**config.mk**
```make
export PLATFORM = sky130hd
export DESIGN_NAME = rob_commit_flat
export DESIGN_NICKNAME = d
export VERILOG_FILES = /design/src/rtl/rob_commit_if.sv /design/src/rtl/rob_commit.sv /design/src/flat_wrapper.sv
export SDC_FILE = /design/constraint.sdc
export NUM_CORES = 1
export LEC_CHECK = 0
export ABC_AREA = 1
export CAP_MARGIN = 10
export CORE_UTILIZATION = 30
export CTS_CLUSTER_SIZE = 14
export DETAILED_ROUTE_END_ITERATION = 16
export GPL_TIMING_DRIVEN = 0
export SLEW_MARGIN = 30
export SYNTH_ARGS = -nofsm -noshare
export SYNTH_HDL_FRONTEND = slang
export SYNTH_SLANG_ARGS = --single-unit
```
**constraint.sdc**
```tcl
create_clock -name clk -period 1.5 [get_ports clk]
set_clock_uncertainty 0.1 [all_clocks]
set_input_delay 0.225 -clock clk [delete_from_list [all_inputs] [get_ports clk]]
set_output_delay 0.225 -clock clk [all_outputs]
set_load 0.005 [all_outputs]
```
**src/rtl/rob_commit_if.sv**
```systemverilog
// Bundle between the ROB head, the commit stage and the architectural state.
// Handshake: st_req rises with st_addr/st_data valid and holds them stable until a cycle with st_ack=1.
interface rob_commit_if #(
  parameter int DATA_W = 32,
  parameter int CNT_W  = 32
);
  logic              stall;
  logic              head_valid;
  logic [DATA_W-1:0] head_val;
  logic [4:0]        head_rd;
  logic              head_store;
  logic [DATA_W-1:0] head_addr;
  logic              head_ex;
  logic [DATA_W-1:0] head_pc;
  logic              head_pop;
  logic              rf_we;
  logic [4:0]        rf_waddr;
  logic [DATA_W-1:0] rf_wdata;
  logic              st_req;
  logic [DATA_W-1:0] st_addr;
  logic [DATA_W-1:0] st_data;
  logic              st_ack;
  logic              flush;
  logic [DATA_W-1:0] epc;
  logic [CNT_W-1:0]  retired;

  modport master (
    output stall, head_valid, head_val, head_rd, head_store, head_addr, head_ex, head_pc, st_ack,
    input  head_pop, rf_we, rf_waddr, rf_wdata, st_req, st_addr, st_data, flush, epc, retired
  );

  modport slave (
    input  stall, head_valid, head_val, head_rd, head_store, head_addr, head_ex, head_pc, st_ack,
    output head_pop, rf_we, rf_waddr, rf_wdata, st_req, st_addr, st_data, flush, epc, retired
  );
endinterface

```
**src/rtl/rob_commit.sv**
```systemverilog
// ROB commit stage: retires the head entry in order to the register file or data memory,
// and turns an excepting head into a flush pulse plus a recorded EPC.
module rob_commit #(
  parameter int DATA_W       = 32,
  parameter int FLUSH_CYCLES = 2,
  parameter int CNT_W        = 32
) (
  input  logic       clk,
  input  logic       rst_n,
  rob_commit_if.slave bus,
  output logic [1:0] o_dbg_state
);
  typedef enum logic [1:0] {
    S_IDLE  = 2'd0,
    S_STORE = 2'd1,
    S_FLUSH = 2'd2
  } state_t;

  localparam int FC_W = (FLUSH_CYCLES > 1) ? $clog2(FLUSH_CYCLES) : 1;

  state_t            r_state;
  state_t            w_state_nxt;
  logic [FC_W-1:0]   r_fcnt;
  logic              r_rf_we;
  logic [4:0]        r_rf_waddr;
  logic [DATA_W-1:0] r_rf_wdata;
  logic [DATA_W-1:0] r_st_addr;
  logic [DATA_W-1:0] r_st_data;
  logic              r_flush;
  logic [DATA_W-1:0] r_epc;
  logic [CNT_W-1:0]  r_retired;

  logic w_go;
  logic w_pop;
  logic w_take_rf;
  logic w_take_st;
  logic w_take_ex;

  assign w_go = bus.head_valid & ~bus.stall;

  always_comb begin
    w_state_nxt = r_state;
    w_pop       = 1'b0;
    w_take_rf   = 1'b0;
    w_take_st   = 1'b0;
    w_take_ex   = 1'b0;
    unique case (r_state)
      S_IDLE: begin
        if (w_go) begin
          // An exception outranks the store flag: a faulting store must not reach memory.
          if (bus.head_ex) begin
            w_take_ex   = 1'b1;
            w_state_nxt = S_FLUSH;
          end else if (bus.head_store) begin
            w_take_st   = 1'b1;
            w_state_nxt = S_STORE;
          end else begin
            w_take_rf = 1'b1;
            w_pop     = 1'b1;
          end
        end
      end
      S_STORE: begin
        if (bus.st_ack) begin
          w_pop       = 1'b1;
          w_state_nxt = S_IDLE;
        end
      end
      S_FLUSH: begin
        if (r_fcnt == '0) w_state_nxt = S_IDLE;
      end
      default: w_state_nxt = S_IDLE;
    endcase
  end

  always_ff @(posedge clk or negedge rst_n) begin
    if (!rst_n) begin
      r_state    <= S_IDLE;
      r_fcnt     <= '0;
      r_rf_we    <= 1'b0;
      r_rf_waddr <= '0;
      r_rf_wdata <= '0;
      r_st_addr  <= '0;
      r_st_data  <= '0;
      r_flush    <= 1'b0;
      r_epc      <= '0;
      r_retired  <= '0;
    end else begin
      r_state <= w_state_nxt;
      r_rf_we <= w_take_rf && (bus.head_rd != 5'd0);
      if (w_take_rf && (bus.head_rd != 5'd0)) begin
        r_rf_waddr <= bus.head_rd;
        r_rf_wdata <= bus.head_val;
      end
      if (w_take_st) begin
        r_st_addr <= bus.head_addr;
        r_st_data <= bus.head_val;
      end
      r_flush <= w_take_ex;
      if (w_take_ex) r_epc <= bus.head_pc;
      // The flush-pulse cycle is the first of the FLUSH_CYCLES spent in FLUSH.
      if (w_take_ex) r_fcnt <= FC_W'(FLUSH_CYCLES - 1);
      else if ((r_state == S_FLUSH) && (r_fcnt != '0)) r_fcnt <= r_fcnt - FC_W'(1);
      if (w_pop) r_retired <= r_retired + CNT_W'(1);
    end
  end

  assign bus.head_pop = w_pop;
  assign bus.rf_we    = r_rf_we;
  assign bus.rf_waddr = r_rf_waddr;
  assign bus.rf_wdata = r_rf_wdata;
  assign bus.st_req   = (r_state == S_STORE);
  assign bus.st_addr  = r_st_addr;
  assign bus.st_data  = r_st_data;
  assign bus.flush    = r_flush;
  assign bus.epc      = r_epc;
  assign bus.retired  = r_retired;
  assign o_dbg_state  = r_state;
endmodule

```
**src/flat_wrapper.sv**
```systemverilog
// flat-port wrapper written by rule: the top's interface ports become plain ports
module rob_commit_flat 
#(
  parameter int DATA_W       = 32,
  parameter int FLUSH_CYCLES = 2,
  parameter int CNT_W        = 32
)
  (clk, rst_n, o_dbg_state, bus_stall, bus_head_valid, bus_head_val, bus_head_rd, bus_head_store, bus_head_addr, bus_head_ex, bus_head_pc, bus_st_ack, bus_head_pop, bus_rf_we, bus_rf_waddr, bus_rf_wdata, bus_st_req, bus_st_addr, bus_st_data, bus_flush, bus_epc, bus_retired);
  rob_commit_if #(.DATA_W(DATA_W), .CNT_W(CNT_W)) bus_i ();
  input  logic clk;
  input  logic rst_n;
  output logic [1:0] o_dbg_state;
  input wire logic [$bits(bus_i.stall)-1:0] bus_stall;
  input wire logic [$bits(bus_i.head_valid)-1:0] bus_head_valid;
  input wire logic [$bits(bus_i.head_val)-1:0] bus_head_val;
  input wire logic [$bits(bus_i.head_rd)-1:0] bus_head_rd;
  input wire logic [$bits(bus_i.head_store)-1:0] bus_head_store;
  input wire logic [$bits(bus_i.head_addr)-1:0] bus_head_addr;
  input wire logic [$bits(bus_i.head_ex)-1:0] bus_head_ex;
  input wire logic [$bits(bus_i.head_pc)-1:0] bus_head_pc;
  input wire logic [$bits(bus_i.st_ack)-1:0] bus_st_ack;
  output wire logic [$bits(bus_i.head_pop)-1:0] bus_head_pop;
  output wire logic [$bits(bus_i.rf_we)-1:0] bus_rf_we;
  output wire logic [$bits(bus_i.rf_waddr)-1:0] bus_rf_waddr;
  output wire logic [$bits(bus_i.rf_wdata)-1:0] bus_rf_wdata;
  output wire logic [$bits(bus_i.st_req)-1:0] bus_st_req;
  output wire logic [$bits(bus_i.st_addr)-1:0] bus_st_addr;
  output wire logic [$bits(bus_i.st_data)-1:0] bus_st_data;
  output wire logic [$bits(bus_i.flush)-1:0] bus_flush;
  output wire logic [$bits(bus_i.epc)-1:0] bus_epc;
  output wire logic [$bits(bus_i.retired)-1:0] bus_retired;
  assign bus_i.stall = bus_stall;
  assign bus_i.head_valid = bus_head_valid;
  assign bus_i.head_val = bus_head_val;
  assign bus_i.head_rd = bus_head_rd;
  assign bus_i.head_store = bus_head_store;
  assign bus_i.head_addr = bus_head_addr;
  assign bus_i.head_ex = bus_head_ex;
  assign bus_i.head_pc = bus_head_pc;
  assign bus_i.st_ack = bus_st_ack;
  assign bus_head_pop = bus_i.head_pop;
  assign bus_rf_we = bus_i.rf_we;
  assign bus_rf_waddr = bus_i.rf_waddr;
  assign bus_rf_wdata = bus_i.rf_wdata;
  assign bus_st_req = bus_i.st_req;
  assign bus_st_addr = bus_i.st_addr;
  assign bus_st_data = bus_i.st_data;
  assign bus_flush = bus_i.flush;
  assign bus_epc = bus_i.epc;
  assign bus_retired = bus_i.retired;
  rob_commit #(.DATA_W(DATA_W), .FLUSH_CYCLES(FLUSH_CYCLES), .CNT_W(CNT_W)) u_core (.clk(clk), .rst_n(rst_n), .bus(bus_i), .o_dbg_state(o_dbg_state));
endmodule
```
# After elaboration in Yosys (flattened, before gate mapping)
# Index checks and enable logic that the tools add are counted.
dict set report totals {
  register_bits 170
  in_bits 108
  elab_cells 47
}
dict set report op_classes {
  add_sub_neg 2
  eq_ne 6
  n_mux 21
  bitwise 2
  reduce_logical 6
}
# op count
set ops {}
lappend ops {{32-bit by 1-bit adder with 32-bit output (second input constant)} 1}
lappend ops {{1-bit 2-to-1 mux} 14}
lappend ops {{2-bit 2-to-1 mux} 5}
lappend ops {{2-bit one-hot mux with 3 select lines} 1}
lappend ops {{5-bit nonzero test} 1}
lappend ops {{2-bit inequality test (second input constant)} 2}
lappend ops {{4-bit AND reduction} 1}
lappend ops {{3-bit inequality test (second input constant)} 1}
lappend ops {{2-bit by 1-bit == test with 1-bit output (second input constant)} 1}
lappend ops {{2-bit == test (second input constant)} 1}
lappend ops {{1-bit logical AND} 2}
lappend ops {{2-bit logical NOT} 1}
lappend ops {{2-bit by 1-bit inequality test with 1-bit output (second input constant)} 1}
lappend ops {{1-bit one-hot mux with 2 select lines} 1}
lappend ops {{2-bit nonzero test} 1}
lappend ops {{1-bit AND} 1}
lappend ops {{1-bit NOT} 1}
lappend ops {{1-bit subtractor (second input constant)} 1}

# Logic depth before layout (Yosys ltp)
# Gate-level depths: netlist (run 1).
dict set report logic_depth {
  ltp_word 5
  mapped_depth 8
  ltp_nobuf 8
}

# Worst setup path after synthesis (run 1)
# No wires, ideal clock.
dict set report synth_timing {
  kind {flip-flop to flip-flop}
  startpoint {register u_core.r_retired[0] (netlist: u_core.bus.retired[0])}
  endpoint {register u_core.r_retired[20] (netlist: u_core.bus.retired[20])}
  t_arrival_ns 1.308
  required_ns 1.278
  slack_ns -0.030
  path_stages_with_launch 8
  synth_period_minus_slack_ns 1.530
  path_cell_list {dfrtp_1 > ha_1 > nand2_1 > nor2_2 > nand3_1 > nor2_1 > nand2_1 > xor2_1}
}
dict set report synth_between {
  elab_chain_cells 1
}
# element line_no
set synth_rtl {}
lappend synth_rtl {{from (decl)} rob_commit.sv:31} ;# logic [CNT_W-1:0] r_retired;
lappend synth_rtl {{from (signal assigned)} rob_commit.sv:104} ;# if (w_pop) r_retired <= r_retired + CNT_W'(1);
lappend synth_rtl {{32-bit by 1-bit adder with 32-bit output} rob_commit.sv:104}
# Every way passes these cells.
# A chain may end at the register's enable or synchronous reset.

# Final worst setup path (run 1)
dict set report layout_timing {
  startpoint {register u_core.r_state[1] (netlist: u_core.o_dbg_state[1])}
  endpoint {output port bus_head_pop}
}
dict set report layout_between {
  elab_chain_cells 2
  word_cells_on_any_way 3
  cone_classes {eq/ne (1); mux (1); reduce/logical (1)}
}
# element line_no
set layout_rtl {}
lappend layout_rtl {{from (decl)} rob_commit.sv:21} ;# state_t r_state;
lappend layout_rtl {{from (signal assigned)} rob_commit.sv:89} ;# r_state <= w_state_nxt;
lappend layout_rtl {{2-bit by 1-bit == test with 1-bit output or 2-bit logical NOT (tied branches)} rob_commit.sv:47} ;# unique case (r_state)
lappend layout_rtl {{1-bit one-hot mux with 2 select lines *} rob_commit.sv:47}
lappend layout_rtl {{to (decl)} flat_wrapper.sv:22} ;# output wire logic [$bits(bus_i.head_pop)-1:0] bus_head_pop;
# Mark *: on every way between the ends. The rest lies on a longest branch, timed or not.

==> results.sh, run 1 <==
export IMPL_globalplace_congestion=0.829
export IMPL_placementRows=55
export IMPL_final_hold_fails=0
export IMPL_seq_area_frac_synth_pct=61.2
export IMPL_p_int_mw=10.7
export IMPL_switchingPower_mw=4.72
export IMPL_total_number_of_vias=6414
export IMPL_timing_fmax_ghz=0.572
export IMPL_post_synth_top_count_cell="sky130_fd_sc_hd__nand2_1"
export IMPL_worstRegToRegCells=9
export IMPL_grt_pass1_vias=6704
export IMPL_synth_seq_cells=170
export IMPL_track_usage_pct=19.7
export IMPL_power_share_combinational_pct=29.2
export IMPL_global_route_wire_length_before_repair_um=36400
export IMPL_crit_arrival_ps=1420
export IMPL_clock_insertion_delay_worst_skew_ps=430
export IMPL_antenna_violating_nets_post_route=0
export IMPL_yosys_area_top_type="sky130_fd_sc_hd__dfrtp_1"
export IMPL_globalRoute_totalOverflow=0
export IMPL_rsz0062_at_grt="yes"
export IMPL_place_inst=1343
export IMPL_die_area_um2=23800
export IMPL_leakage_nw=6.10
export IMPL_critical_path_buffers_and_inverters=2
export IMPL_run_status="complete, but fails checks"
export IMPL_worst_setup_path_type="reg -> out"
export IMPL_synth_edff_count=0
export IMPL_register_share_of_total_power_pct=42.5
export IMPL_boundaryPins=279
export IMPL_port_buffer_count=278
export IMPL_route_detailed_drc=0
export IMPL_post_place_instance_area_um2=10200
export IMPL_timing_critical_path_slowest_cell_delay_ps=450
export IMPL_clkTransAtPathRegs_ps=70
export IMPL_synthCells=778
export IMPL_detailedRoute_firstIterationViolations=283
export IMPL_syn_area_per_cell_um2=8.94
export IMPL_clock_buffers_created_by_tritoncts=17
export IMPL_layout_drive_gt1_share_pct=17.3
export IMPL_grt_max_degree=75
export IMPL_switching_share_pct=30.7
export IMPL_post_dp_hpwl_um=15300
export IMPL_power_per_cell_area_nw_per_um2=1310
export IMPL_min_path_type="in -> async"
export IMPL_cts_tree="built"
export IMPL_vdd_ir_drop_worst_mv=0.670
export IMPL_worst_slew_margin_rel_pct=73.1
export IMPL_worstSetupEndpointType="primary output"
export IMPL_synth_area_leaders="sky130_fd_sc_hd__dfrtp_1, sky130_fd_sc_hd__nand2_1, sky130_fd_sc_hd__inv_1, sky130_fd_sc_hd__o21ai_0, sky130_fd_sc_hd__o21ai_1"
export IMPL_insertedDiodeCount=0
export IMPL_clkPwrFrac_pct=28.3
export IMPL_clockRootBuffer="sky130_fd_sc_hd__clkbuf_16"
export IMPL_period_utilization_post_route_pct=117
export IMPL_post_drt_via_cell_ratio=4.44
export IMPL_layout_area_overhead_pct=69.0
export IMPL_synth_async_reset_ratio_pct=100
export IMPL_critPathSlowestCell="sky130_fd_sc_hd__dfrtp_2"
export IMPL_final_nets=1256
export IMPL_final_worst_setup_slack_ps=-248
export IMPL_dieHeight_um=154
export IMPL_filler_cell_count=2140
export IMPL_ys_top_cells_by_count="sky130_fd_sc_hd__nand2_1, sky130_fd_sc_hd__dfrtp_1, sky130_fd_sc_hd__inv_1"
export IMPL_syn_area_um2=6950
export IMPL_cp_max_fo=4
export IMPL_timing_max_cap_violations=0
export IMPL_critPathTopFamily="flip-flops"
export IMPL_yosysWarningCount=0
export IMPL_initial_util_pct=30.6
export IMPL_final_core_util_pct=51.7
export IMPL_failed_checks="setup timing"
export IMPL_die_w_um=154
export IMPL_wl_per_cell_um=15.7
export IMPL_max_slew_worst_pin_slew_ps=403
export IMPL_stdcell_count=1445
export IMPL_worstSetupStartpointType="register"
export IMPL_worst_ep_required_time_ps=1170
export IMPL_cts_path_max_buffers=2
export IMPL_synth_fp_nets=887
export IMPL_synth_flop_cell="sky130_fd_sc_hd__dfrtp_1"
export IMPL_placeableCoreArea_um2=22700
export IMPL_htreeDepth=4
export IMPL_sequence_of_cells_on_the_critical_path="nor2_4, nand3_4, nand2_4, buf_8, buf_6"
export IMPL_number_of_antenna_violations_at_the_first_check_in_global_routing=0
export IMPL_detail_route_wirelength_um=22600
export IMPL_path_depth=5
export IMPL_stdcell_area_um2=11800
export IMPL_cts_sink_count=170
export IMPL_setup_viol_count_final=165
export IMPL_synth_top_area_share_pct=61.2
export IMPL_timing_final_crit_period_ps=1750
export IMPL_netlist_cell_type_count=25
export IMPL_pre_cts_ws_ps=-997
export IMPL_detailedRoute_firstPassIterationCount=4
export IMPL_final_max_slew_viol_count=0
-- timing repair --
action / 4_1_cts / 5_1_grt
gates cloned: 9 / 0
setup buffers: 57 / 3
setup endpoints to repair: 333 / 176
gates resized for setup: 342 / 25
endpoints found under the hold margin: 170 / 0
hold buffers: 1 / 0
pin swaps: 17 / 11
-- cell families after synthesis --
| logic type | Yosys count | share of synthesized area [%] |
|---|---|---|
| adder cells (fa/ha/maj) | 1 | 0.180 |
| XOR/XNOR | 20 | 2.52 |
| AND/OR/NAND/NOR | 361 | 21.3 |
| buffers and inverters | 123 | 7.38 |
| AO/OA/AOI/OAI | 103 | 7.45 |
| flip-flops | 170 | 61.2 |
-- state kept, by name, indices dropped and copies added (netlist names) --
signal	flops
u_core.bus.epc	32
u_core.bus.flush	1
u_core.bus.retired	32
u_core.bus.rf_waddr	5
u_core.bus.rf_wdata	32
u_core.bus.rf_we	1
u_core.bus.st_addr	32
u_core.bus.st_data	32
u_core.o_dbg_state	2
u_core.r_fcnt	1
-- cell type report --
class	count	area [um^2]	area share (%)
plain buffers	31	404	3.44
clock buffers	18	439	3.74
clock inverters	14	135	1.15
inverters	92	353	3.00
multi-input cells	487	2470	21.0
flip-flops and latches	170	4260	36.3
well taps	285	357	3.03
repair buffers	348	3330	28.3
-- per-stage QoR --
stage                     hold WS [ps]  setup TNS (ps)  total power [mW]
after floorplan                   -171               0              7.94
after global placement             361        -1317090              11.3
after detailed placement         -18.2          -92200              11.4
after CTS                          112          -18630              15.5
after global routing               121          -36360              16.4
final                              126          -21370              15.4
-- cell usage in the layout (no fill, tap or decap), types with 4 or more instances in the layout --
cell type                         count
sky130_fd_sc_hd__clkinv_4             4
sky130_fd_sc_hd__dfrtp_2              8
sky130_fd_sc_hd__inv_1               88
sky130_fd_sc_hd__nor2_2               4
sky130_fd_sc_hd__nand2_2              6
sky130_fd_sc_hd__dfrtp_1            162
sky130_fd_sc_hd__nand4_1             13
sky130_fd_sc_hd__buf_8               16
sky130_fd_sc_hd__dlygate4sd2_1      160
sky130_fd_sc_hd__bufbuf_16            5
sky130_fd_sc_hd__nor2_4              11
sky130_fd_sc_hd__nand2_1            268
sky130_fd_sc_hd__nor2_1              19
sky130_fd_sc_hd__nand3b_1             5
sky130_fd_sc_hd__nor3_1               6
sky130_fd_sc_hd__clkdlybuf4s15_1      5
sky130_fd_sc_hd__clkdlybuf4s50_1    106
sky130_fd_sc_hd__xnor2_1             14
sky130_fd_sc_hd__buf_6               12
sky130_fd_sc_hd__o21ai_0             24
sky130_fd_sc_hd__clkbuf_16           18
sky130_fd_sc_hd__nand3_2              9
sky130_fd_sc_hd__xor2_1               6
sky130_fd_sc_hd__o21ai_1             67
sky130_fd_sc_hd__buf_4               58
sky130_fd_sc_hd__nand3_1             11
sky130_fd_sc_hd__inv_8                5
sky130_fd_sc_hd__o21ai_2              9
-- final timing paths --
| path | start | endpoint | slack, ps |
|---|---|---|---|
| setup / recovery | u_core.o_dbg_state[1]$_DFFE_PN0P_ | bus_head_pop | -250 |
| setup reg to reg | u_core.o_dbg_state[1]$_DFFE_PN0P_ | u_core.bus.rf_wdata[11]$_DFFE_PN0P_ | -210 |
| min in group clk | bus_head_pc[24] | u_core.bus.epc[24]$_DFFE_PN0P_ | 230 |
| hold / removal | rst_n | u_core.bus.st_addr[14]$_DFFE_PN0P_ | 130 |
| max in group asynchronous | rst_n | u_core.bus.retired[17]$_DFFE_PN0P_ | 520 |
| hold reg to reg | u_core.bus.st_data[29]$_DFFE_PN0P_ | u_core.bus.st_data[29]$_DFFE_PN0P_ | 380 |
-- worst register-to-register path, stage by stage (launching register included) --
cell	delay [ps]
sky130_fd_sc_hd__dfrtp_2	450
sky130_fd_sc_hd__nor2_4	150
sky130_fd_sc_hd__nand3_4	110
sky130_fd_sc_hd__buf_4	200
sky130_fd_sc_hd__inv_8	100
sky130_fd_sc_hd__buf_12	110
sky130_fd_sc_hd__nand2_8	80
sky130_fd_sc_hd__buf_8	160
sky130_fd_sc_hd__nand2_1	70
sky130_fd_sc_hd__o21ai_1	70
-- per-layer routing --
layer	vias to the layer above	GRT usage, %	routed length (um)
met1	3035	24.5	9940
met4	0	5.09	276
met3	22	5.24	1430
met5	-	0	0
met2	189	33.9	11000
li1	3168	-	-
-- power groups by stage --
stage / logic [mW] / registers (mW) / clock network [mW]
2_1_floorplan: 1.20 / 6.74 / 0
3_3_place_gp: 4.68 / 6.66 / 0
3_5_place_dp: 4.74 / 6.69 / 0
4_1_cts: 4.49 / 6.55 / 4.46
5_1_grt: 4.99 / 6.72 / 4.64
6_report: 4.49 / 6.54 / 4.35
No activity file was read; power rests on OpenSTA's default activity.
==> run 2, diff against run 1 <==
- clock period: 1.5 -> 1.9 ns (I/O delays scaled with it)
==> results.sh, run 2 (synthesis results as in run 1) <==
export IMPL_run_status="finished, final reports clean"
export IMPL_seqCellArea_um2=4260
export IMPL_layer_with_the_highest_usage="met2"
export IMPL_power_per_cell_area_nw_per_um2=1150
export IMPL_post_drt_via_cell_ratio=4.44
export IMPL_layout_drive_gt1_share_pct=8.45
export IMPL_finalPower_mw=12.5
export IMPL_fin_setup_tns_ps=0
export IMPL_antenna_violating_nets_post_route=0
export IMPL_grtUsageMet2_pct=30.4
export IMPL_globalplace_congestion=0.805
export IMPL_die_w_um=154
export IMPL_most_common_layout_cells="sky130_fd_sc_hd__nand2_1, sky130_fd_sc_hd__clkdlybuf4s50_1, sky130_fd_sc_hd__dfrtp_1"
export IMPL_detailedRoute_firstIterationViolations=316
export IMPL_grt_pass1_vias=6081
export IMPL_setup_viol_count_final=0
export IMPL_worst_ep_required_time_ps=1510
export IMPL_globalRoute_totalOverflow=0
export IMPL_port_buffer_count=278
export IMPL_clock_buffers_created_by_tritoncts=17
export IMPL_max_slew_worst_pin_slew_ps=476
export IMPL_boundaryPins=279
export IMPL_global_route_usage_met1_pct=23.0
export IMPL_worstSetupEndpointType="primary output"
export IMPL_placementRows=55
export IMPL_cts_path_max_buffers=2
export IMPL_worst_setup_path_type="in -> out"
export IMPL_detailedRoute_firstPassIterationCount=4
export IMPL_rr_endpoint="u_core.bus.st_data[0]$_DFFE_PN0P_"
export IMPL_timing_final_crit_period_ps=1840
export IMPL_detail_route_wirelength_um=21100
export IMPL_total_number_of_vias=6143
export IMPL_filler_cell_count=2182
export IMPL_worstSetupStartpointType="input pin"
export IMPL_setup_worst_path_end="bus_head_pop"
export IMPL_vdd_ir_drop_worst_mv=0.521
export IMPL_global_route_wire_length_before_repair_um=33900
export IMPL_cts_tree="built"
export IMPL_dieHeight_um=154
export IMPL_worst_slew_margin_rel_pct=68.3
export IMPL_r2r_slack_ps=110
export IMPL_route_detailed_drc=0
export IMPL_wl_per_cell_um=15.2
export IMPL_number_of_antenna_violations_at_the_first_check_in_global_routing=0
export IMPL_cts_sink_count=170
export IMPL_placeableCoreArea_um2=22700
export IMPL_clock_insertion_delay_worst_skew_ps=420
export IMPL_insertedDiodeCount=0
export IMPL_crit_path_start="bus_head_ex"
export IMPL_final_max_slew_viol_count=0
export IMPL_cp_max_fo=3
export IMPL_worstRegToRegCells=7
export IMPL_period_utilization_post_route_pct=97.0
export IMPL_timing_fmax_ghz=0.542
export IMPL_timing_max_cap_violations=0
export IMPL_clkTransAtPathRegs_ps=70
export IMPL_track_usage_pct=18.2
export IMPL_grt_max_degree=74
export IMPL_final_core_util_pct=48.2
export IMPL_r2r_start="u_core.o_dbg_state[1]$_DFFE_PN0P_"
export IMPL_final_nets=1196
export IMPL_initial_util_pct=30.6
export IMPL_die_area_um2=23800
export IMPL_htreeDepth=4
export IMPL_leakage_nw=5.15
export IMPL_crit_arrival_ps=1460
export IMPL_final_hold_fails=0
export IMPL_min_path_type="in -> async"
export IMPL_most_common_cell_after_layout_fill_and_taps_aside="sky130_fd_sc_hd__nand2_1"
export IMPL_post_dp_hpwl_um=15500
export IMPL_grt_met3_use_pct=5.30
export IMPL_layout_area_overhead_pct=57.5
export IMPL_clockRootBuffer="sky130_fd_sc_hd__clkbuf_16"
export IMPL_footprint_of_the_multi_input_gates_um2=2260
==> run 2: final cells by class <==
type	count	area share, %
multi-input cells	485	20.7
repair buffers	291	26.9
flip-flops and latches	170	38.9
inverters	92	3.15
well taps	285	3.26
plain buffers	30	1.75
clock inverters	14	1.42
clock buffers	18	4.01
==> run 2: worst max-delay path: stages <==
cell                              delay [ps]
sky130_fd_sc_hd__clkdlybuf4s50_1         500
sky130_fd_sc_hd__nor2_1                  210
sky130_fd_sc_hd__nand3_4                 150
sky130_fd_sc_hd__nand2_8                 110
sky130_fd_sc_hd__clkdlybuf4s15_1         200
==> run 2: what timing repair did <==
| action | 4_1_cts | 5_1_grt |
|---|---|---|
| gates resized for setup | 12 | 35 |
| hold buffers | 1 | 0 |
| setup endpoints to repair | 2 | 73 |
| endpoints found under the hold margin | 170 | 0 |
| pin swaps | 2 | 3 |
| cloned | 0 | 1 |
| buffers inserted | 7 | 2 |
==> run 2: worst min path at each step <==
stage	slack, ps	endpoint	from
after floorplan	-110	u_core.bus.epc[0]$_DFFE_PN0P_	rst_n
after global placement	360	u_core.bus.epc[9]$_DFFE_PN0P_	u_core.bus.epc[9]$_DFFE_PN0P_
after detailed placement	50	u_core.bus.st_addr[10]$_DFFE_PN0P_	rst_n
after CTS	170	u_core.bus.st_addr[22]$_DFFE_PN0P_	rst_n
after global routing	180	u_core.bus.st_addr[10]$_DFFE_PN0P_	rst_n
final	190	u_core.bus.st_addr[22]$_DFFE_PN0P_	rst_n
==> run 2: per-stage QoR <==
stage	hold slack [ps]	instance area, um^2	std cells	setup slack, ps
4_1_cts	174	10800	1382	-60.4
2_1_floorplan	-111	6950	778	370
5_1_grt	185	11000	1385	-9.65
3_3_place_gp	362	10100	1341	-6970
3_5_place_dp	49.6	10200	1343	-683
6_report	194	11000	1385	56.6
==> run 2: metal layers <==
layer | routed length [um] | vias up | part of all wire, %
li1 | - | 3041 | -
met1 | 9310 | 2891 | 44
met2 | 10100 | 198 | 48
met3 | 1510 | 13 | 7.1
met4 | 219 | 0 | 1.0
met5 | 0 | - | 0
==> run 2: report_power, final <==
| group | total [mW] | switching, mW | internal (mW) | leakage [nW] |
|---|---|---|---|---|
| clock network | 3.53 | 1.62 | 1.91 | 0.288 |
| logic | 3.79 | 1.40 | 2.40 | 2.70 |
| registers | 5.22 | 0.592 | 4.63 | 2.16 |
| total | 12.5 | 3.62 | 8.93 | 5.15 |
